### config.mk
export PLATFORM = sky130hd
export DESIGN_NAME = conv_enc_213
export DESIGN_NICKNAME = d
export VERILOG_FILES = /design/src/rtl/conv_enc_213.sv
export SDC_FILE = /design/constraint.sdc
export NUM_CORES = 1
export LEC_CHECK = 0
export BUFFER_PORTS_ARGS = -buffer_cell sky130_fd_sc_hd__buf_2
export CELL_PAD_IN_SITES_DETAIL_PLACEMENT = 1
export CELL_PAD_IN_SITES_GLOBAL_PLACEMENT = 1
export CORE_MARGIN = 2
export CORE_UTILIZATION = 35
export DETAILED_ROUTE_END_ITERATION = 16
export GPL_TIMING_DRIVEN = 0
export HOLD_SLACK_MARGIN = 0.08
export PLACE_DENSITY_LB_ADDON = 0.1
export SLEW_MARGIN = 30
export SYNTH_ARGS = -nofsm -noshare
export SYNTH_HDL_FRONTEND = slang
export SYNTH_SLANG_ARGS = --single-unit
### constraint.sdc
create_clock -name clock -period 2.06 [get_ports clock]
set_input_delay 0.309 -clock clock [delete_from_list [all_inputs] [get_ports clock]]
set_output_delay 0.309 -clock clock [all_outputs]
set_load 0.01 [all_outputs]
### src/rtl/conv_enc_213.sv
// -----------------------------------------------------------------------------
// conv_enc_213
// Rate-1/2, constraint length 3, (2,1,3) convolutional encoder. One information
// bit is accepted per handshake and one registered 2-bit code symbol is emitted
// per bit. Every frame of FRAME_LEN bits is closed with two zero tail bits, so
// the trellis always ends in state 0 for the matching Viterbi decoder.
//
// Parameters:
//   FRAME_LEN  information bits per frame (1 .. 2**CNT_W-1)
//   CNT_W      width of the frame bit counter
//   G0         generator for tx_sym[1]; bit2=u(n), bit1=u(n-1), bit0=u(n-2)
//   G1         generator for tx_sym[0]; same tap order
//
// Ports:
//   clock       system clock, rising edge
//   reset       synchronous active-high reset (aborts any frame, no tail)
//   start       opens a frame; only honoured while idle
//   in_bit      information bit
//   in_valid    in_bit is valid
//   in_ready    high while the encoder takes data bits (DATA state)
//   tx_sym      registered code symbol {c0,c1}
//   tx_valid    one-cycle strobe qualifying tx_sym
//   busy        high whenever a frame is in progress
//   frame_done  pulses together with the last tail symbol
//   err_mask    XOR mask applied to tx_sym (only with CONV_ERR_INJ_EN)
//
// Build option: define CONV_ERR_INJ_EN to add the err_mask error-injection port.
// -----------------------------------------------------------------------------
module conv_enc_213 #(
    parameter int         FRAME_LEN = 16,
    parameter int         CNT_W     = 8,
    parameter logic [2:0] G0        = 3'b111,
    parameter logic [2:0] G1        = 3'b101
) (
    input  logic       clock,
    input  logic       reset,
    input  logic       start,
    input  logic       in_bit,
    input  logic       in_valid,
    output logic       in_ready,
    output logic [1:0] tx_sym,
    output logic       tx_valid,
    output logic       busy,
    output logic       frame_done
`ifdef CONV_ERR_INJ_EN
    ,
    input  logic [1:0] err_mask
`endif
);

    typedef enum logic [1:0] {
        S_IDLE = 2'd0,
        S_DATA = 2'd1,
        S_TAIL = 2'd2
    } state_t;

    localparam logic [CNT_W-1:0] LAST_IDX = CNT_W'(FRAME_LEN - 1);

    state_t           state_reg, state_next;
    logic [1:0]       sr_reg, sr_next;           // sr[1]=u(n-1), sr[0]=u(n-2)
    logic [CNT_W-1:0] cnt_reg, cnt_next;
    logic             tail_cnt_reg, tail_cnt_next;
    logic [1:0]       tx_sym_reg;
    logic             tx_valid_reg;
    logic             frame_done_reg;

    logic             step;                      // an encoder step happens this cycle
    logic             u;                         // bit being encoded this cycle
    logic             last_tail;                 // this step is the final tail step
    logic [2:0]       v;
    logic [2:0]       tap0, tap1;
    logic [1:0]       code;

    // Encoder core: parity of the generator-selected taps.
    assign v = {u, sr_reg};

    generate
        for (genvar gi = 0; gi < 3; gi++) begin : g_taps
            assign tap0[gi] = v[gi] & G0[gi];
            assign tap1[gi] = v[gi] & G1[gi];
        end
    endgenerate

    assign code = {^tap0, ^tap1};

    always_comb begin
        state_next    = state_reg;
        sr_next       = sr_reg;
        cnt_next      = cnt_reg;
        tail_cnt_next = tail_cnt_reg;
        step          = 1'b0;
        u             = 1'b0;
        last_tail     = 1'b0;
        case (state_reg)
            S_IDLE: begin
                if (start) begin
                    sr_next    = 2'b00;
                    cnt_next   = '0;
                    state_next = S_DATA;
                end
            end
            S_DATA: begin
                if (in_valid) begin
                    step     = 1'b1;
                    u        = in_bit;
                    sr_next  = {in_bit, sr_reg[1]};
                    cnt_next = cnt_reg + CNT_W'(1);
                    if (cnt_reg == LAST_IDX) begin
                        state_next    = S_TAIL;
                        tail_cnt_next = 1'b0;
                    end
                end
            end
            S_TAIL: begin
                // Tail steps never stall; u is forced to zero to flush sr.
                step          = 1'b1;
                u             = 1'b0;
                sr_next       = {1'b0, sr_reg[1]};
                tail_cnt_next = 1'b1;
                if (tail_cnt_reg) begin
                    state_next = S_IDLE;
                    last_tail  = 1'b1;
                end
            end
            default: state_next = S_IDLE;
        endcase
    end

    always_ff @(posedge clock) begin
        if (reset) begin
            state_reg      <= S_IDLE;
            sr_reg         <= 2'b00;
            cnt_reg        <= '0;
            tail_cnt_reg   <= 1'b0;
            tx_sym_reg     <= 2'b00;
            tx_valid_reg   <= 1'b0;
            frame_done_reg <= 1'b0;
        end else begin
            state_reg      <= state_next;
            sr_reg         <= sr_next;
            cnt_reg        <= cnt_next;
            tail_cnt_reg   <= tail_cnt_next;
            tx_valid_reg   <= step;
            frame_done_reg <= last_tail;
            if (step) begin
`ifdef CONV_ERR_INJ_EN
                // Mask only corrupts the transmitted symbol, never sr.
                tx_sym_reg <= code ^ err_mask;
`else
                tx_sym_reg <= code;
`endif
            end
        end
    end

    assign in_ready   = (state_reg == S_DATA);
    assign busy       = (state_reg != S_IDLE);
    assign tx_sym     = tx_sym_reg;
    assign tx_valid   = tx_valid_reg;
    assign frame_done = frame_done_reg;

endmodule

# Yosys cells after proc, flatten, opt, wreduce, memory -nomap -nowiden
# Index checks and enable logic that the tools add are counted.
# W data, S select, Z words.
[classes] addsub=1 eq_ne=7 mux=19 bitwise=1 n_reduce_logical=12
[op_table] operator="$mux W8" n=2
[op_table] operator="$pmux W8 S2" n=1
[op_table] operator="$mux W2" n=6
[op_table] operator="$pmux W2 S3" n=2
[op_table] operator="$reduce_and A3 Y1" n=3
[op_table] operator="$add A8 B1 Y8 const B" n=1
[op_table] operator="$eq A8 B4 Y1 const B" n=1
[op_table] operator="$mux W1" n=6
[op_table] operator="$ne A2 B2 Y1 const B" n=3
[op_table] operator="$reduce_bool A2 Y1" n=3
[op_table] operator="$reduce_xor A3 Y1" n=2
[op_table] operator="$pmux W1 S2" n=2
[op_table] operator="$reduce_and A4 Y1" n=1
[op_table] operator="$reduce_bool A3 Y1" n=1
[op_table] operator="$eq A2 B1 Y1 const B" n=1
[op_table] operator="$eq A2 B2 Y1 const B" n=1
[op_table] operator="$logic_not A2 Y1" n=1
[op_table] operator="$ne A2 B1 Y1 const B" n=1
[op_table] operator="$reduce_or A2 Y1" n=1
[op_table] operator="$not A1 Y1" n=1
[word_totals] reg_bits=17 in_bits=5

# Depth between registers and ports, before layout
[logic_depth] depth_word=4 ltp_mapped=7 ltp_nobuf=6

# Worst setup path before layout
# OpenSTA, ideal clock, no wires.
[synth_path] path_type="reg-to-reg" from="register state_reg[1]" to="register cnt_reg[7]" t_arrival_ns=1.563 path_slack_ns=0.382 path_stages_with_launch=8 path_buffers=1 path_cell_list="dfxtp_1 > inv_1 > ha_1 > nor2b_1 > buf_2 > nor4_1 > a21oi_1 > o21ba_1"
[synth_between] elab_chain_cells=3
[synth_rtl] element="from (decl)" line_no="59" text="state_t state_reg, state_next;"
[synth_rtl] element="from (signal assigned)" line_no="139" text="state_reg <= state_next;"
[synth_rtl] element="$eq A2 B1 Y1 *"
[synth_rtl] element="net in_ready" line_no="40" text="output logic in_ready,"
[synth_rtl] element="$ne A2 B2 Y1 (no source line) / $reduce_bool A2 Y1 (equally long branches)"
[synth_rtl] element="$reduce_and A3 Y1 (no source line)"
[synth_rtl] element="to (signal assigned)" line_no="141" text="cnt_reg <= cnt_next;"
[synth_rtl] element="to (decl)" line_no="61" text="logic [CNT_W-1:0] cnt_reg, cnt_next;"
# Mark *: on every way through the listed nets, which the timed path passes. The rest lies on a longest branch.
# A chain may end at the register's enable or synchronous reset.

# Worst setup path in the final report
[layout_path] from="register state_reg[1]" to="register cnt_reg[7]"
[layout_between] elab_chain_cells=3
[layout_rtl] element="$eq A2 B1 Y1 / $logic_not A2 Y1 (equally long branches)" line_no="94" text="case (state_reg)"
[layout_rtl] element="$ne A2 B2 Y1 (no source line) / $reduce_bool A2 Y1 (equally long branches)"
[layout_rtl] element="$reduce_and A3 Y1 (no source line)"
# Several ways; a longest one is shown, not always the timed one.

==> out/metrics.csv <==
metric,value,unit
number of sinks driven by the clock tree,17,
Post-Route Skew,2.04,ps
total global-route track usage,15.2,%
Max clock buf depth,2,
Area growth syn-to-layout,13.1,%
final antenna diode count,0,
cell area after layout,1080,µm²
max reg flops,8,
Fmax,532,MHz
relative contribution of the clock network to total power,20.3,%
number of max-capacitance violations reported,0,
final-layout worst hold slack,286,ps
Clock Latency Late Sink,290,ps
Clock Pin Slew Worst Setup and Hold Paths,110,ps
TritonCTS clock tree,yes,
worst-margin pin slew,466,ps
share of flip-flops with an asynchronous set or reset,0,%
layout cells sized above 1,24.4,%
Synth Cell Area,953,µm²
clock buffers created by TritonCTS,3,
result of the run,"complete, no violations",
Final #Nets,131,
crit-path max cell delay,410,ps
# fillers,304,
post-detailed-route wirelength per cell,14.7,µm
routed via count,771,
most common flop cell mapped by yosys,sky130_fd_sc_hd__dfxtp_1,
H-tree lvl count,1,
total of warnings raised by yosys,0,
type of the worst setup path,reg2reg,
series of cell instances along the critical path,inv_1 -> ha_1 -> nor2b_1 -> buf_2 -> nor4_2 -> a21oi_1 -> o21ba_1,
crit path time final,1880,ps
"count of placed standard cells in the final layout, fillers left out",149,
family of cells with the greatest summed delay on the critical path,simple AND/OR/NAND/NOR gates,
height of the die,56.2,µm
Worst setup EP type,flop,
library cell contributing the largest single delay on the critical path,sky130_fd_sc_hd__dfxtp_1,
worst min-delay path class,in2reg,
fin util,42.8,%
number of unique standard cell types used by synthesis,33,
leakage component of the power,0.446,nW
setup slack after layout,179,ps
Routed WL,2200,µm
power consumption,913,µW
Core Footprint,2520,µm²
switching power as a share of total power,39.2,%
total cell area at the placement stage,1040,µm²
worst slew slack as a fraction of its limit,68.7,%
maximum number of pins on one net before global-route repair,11,
clock root buffer master,sky130_fd_sc_hd__clkbuf_4,
buffers and inverters on the worst path,2,
kind of launch point of the worst setup path,flop,
number of remaining DRC errors,0,
flip-flop and latch count after synthesis,17,
share of power burned in registers,39.9,%
number of placed instances with taps included,145,
Die Area,3160,µm²
sum of net half-perimeters after detailed placement,1670,µm
mean post-synth cell area,9.08,µm²
hold buffer count at CTS,0,
Synthesized Nets,116,
IO buf count,10,
number of iterations in the first detailed-routing pass,3,
DRC violation total after the first TritonRoute iteration,14,
ports placed on the boundary,11,
proportion of synthesized chip area in sequential cells,35.7,%
Final Max Slew Viols,0,
Net Switching,358,µW
Final Wtd Congestion,0.759,
Final Hold Viols,0,
worst path required time,2260,ps
number of buffers added for setup after CTS,0,
number of antenna violations at the first check in global routing,0,
combinational group share of total power,39.8,%
sum of overflow across all layers after global routing,0,
number of placement rows,18,
wire length of the first global-routing pass,3730,µm
worst supply voltage drop on vdd,0.362,mV
starting utilization of the core area,37.8,%
largest driver fanout on the critical path,9,
width of the die,56.2,µm
number of antenna-violating nets in the routed design,0,
Setup WS pre-CTS,101,ps
ratio of routed vias to standard cells,5.17,
ratio of final minimum period to clock period,91.3,%
PostCTS Resize Cnt,0,
number of flops mapped to enable cells by yosys,0,
number of cells produced by synthesis,105,
endpoint arrival time on the critical path,2080,ps
areal power density over the cells,847,nW/µm²
internal cell power,555,µW
accumulated negative setup slack,0,ps
via count of the first global-routing pass,759,
final setup fails,0,
RSZ-0062 raised after global routing,no,
==> routing by layer <==
layer | up-vias | share of wire, % | global-route usage, %
li1 | 396 | - | -
met3 | 2 | 2.0 | 2.09
met4 | 0 | 0.59 | 6.12
met2 | 7 | 46 | 24.2
met1 | 366 | 51 | 20.5
met5 | - | 0 | 0
==> worst paths after layout <==
check                       startpoint                      end  slack (ps)  depth (start not counted)
max          state_reg[1]$_SDFFE_PP0P_  cnt_reg[7]$_SDFFE_PP0P_         180                          7
min                             in_bit   sr_reg[1]$_SDFFE_PP0P_         290                          3
max reg2reg  state_reg[1]$_SDFFE_PP0P_  cnt_reg[7]$_SDFFE_PP0P_         180                          7
min reg2reg     sr_reg[0]$_SDFFE_PP0P_   sr_reg[0]$_SDFFE_PP0P_         500                          2
==> power groups by stage <==
stage | combinational (mW) | sequential (mW) | clock (mW)
after floorplan | 0.262 | 0.367 | 0
after global placement | 0.346 | 0.371 | 0
after detailed placement | 0.355 | 0.372 | 0
after CTS | 0.355 | 0.365 | 0.196
after global routing | 0.401 | 0.370 | 0.217
final | 0.363 | 0.365 | 0.185
==> final cells by class <==
type                    count  area [µm²]  share of cell area [%]
multi-input cells          78         581                    53.8
flip-flops and latches     17         340                    31.6
repair buffers             10        50.0                    4.64
plain buffers               4        20.0                    1.86
clock buffers               3        22.5                    2.09
well taps                  30        37.5                    3.48
inverters                   6        22.5                    2.09
clock inverters             1        5.00                   0.464
==> synthesized netlist by cell type (all sizes together), types with 2 or more instances <==
library cell / count / share of area [%]
a21oi: 6 / 3.1
and3: 2 / 1.3
buf: 4 / 2.1
dfxtp: 17 / 36
ha: 6 / 7.9
inv: 6 / 2.4
mux2i: 2 / 2.1
nand2: 6 / 2.4
nand2b: 2 / 1.3
nand3: 4 / 2.1
nor2: 8 / 3.1
nor2b: 6 / 3.9
nor3: 7 / 5.2
nor4: 4 / 4.6
nor4b: 2 / 2.5
o21ai: 5 / 3.8
xnor2: 6 / 5.5
==> cells in the final DEF (no fill, tap or decap), drive strengths merged <==
| master | synthesis | layout |
|---|---|---|
| o2111ai | 1 | 1 |
| and4b | 1 | 1 |
| clkbuf | 0 | 3 |
| mux2i | 2 | 2 |
| o21ba | 1 | 1 |
| nor3b | 1 | 1 |
| nand4 | 1 | 1 |
| xnor2 | 6 | 6 |
| nand3 | 4 | 4 |
| nor4b | 2 | 2 |
| a21o | 1 | 1 |
| a211oi | 1 | 1 |
| o21ai | 5 | 5 |
| and3 | 2 | 2 |
| nand2 | 6 | 6 |
| nand2b | 2 | 2 |
| or4 | 1 | 1 |
| and3b | 1 | 1 |
| clkinv | 0 | 1 |
| a21oi | 6 | 6 |
| a221o | 1 | 1 |
| nor2b | 6 | 6 |
| a31oi | 1 | 1 |
| inv | 6 | 6 |
| nor4 | 4 | 4 |
| dfxtp | 17 | 17 |
| ha | 6 | 6 |
| nor2 | 8 | 8 |
| nor3 | 7 | 7 |
| buf | 4 | 14 |
| a41o | 1 | 1 |
==> worst min-delay path, delay by kind of cell <==
| kind | cells | cell delay, ps |
|---|---|---|
| buffers and inverters | 1 | 100 |
| AOI/OAI and AO/OA | 1 | 60 |
| and+or+nand+nor | 1 | 70 |
==> kinds of logic after synthesis <==
group	after synthesis	share of synthesized area (%)
simple gates	46	31.1
compound gates	18	13.3
flops	17	35.7
buf+inv	10	4.46
xor+xnor	6	5.51
fa+ha+maj	6	7.87
mux	2	2.10
Power figures use the tool's default switching activity.
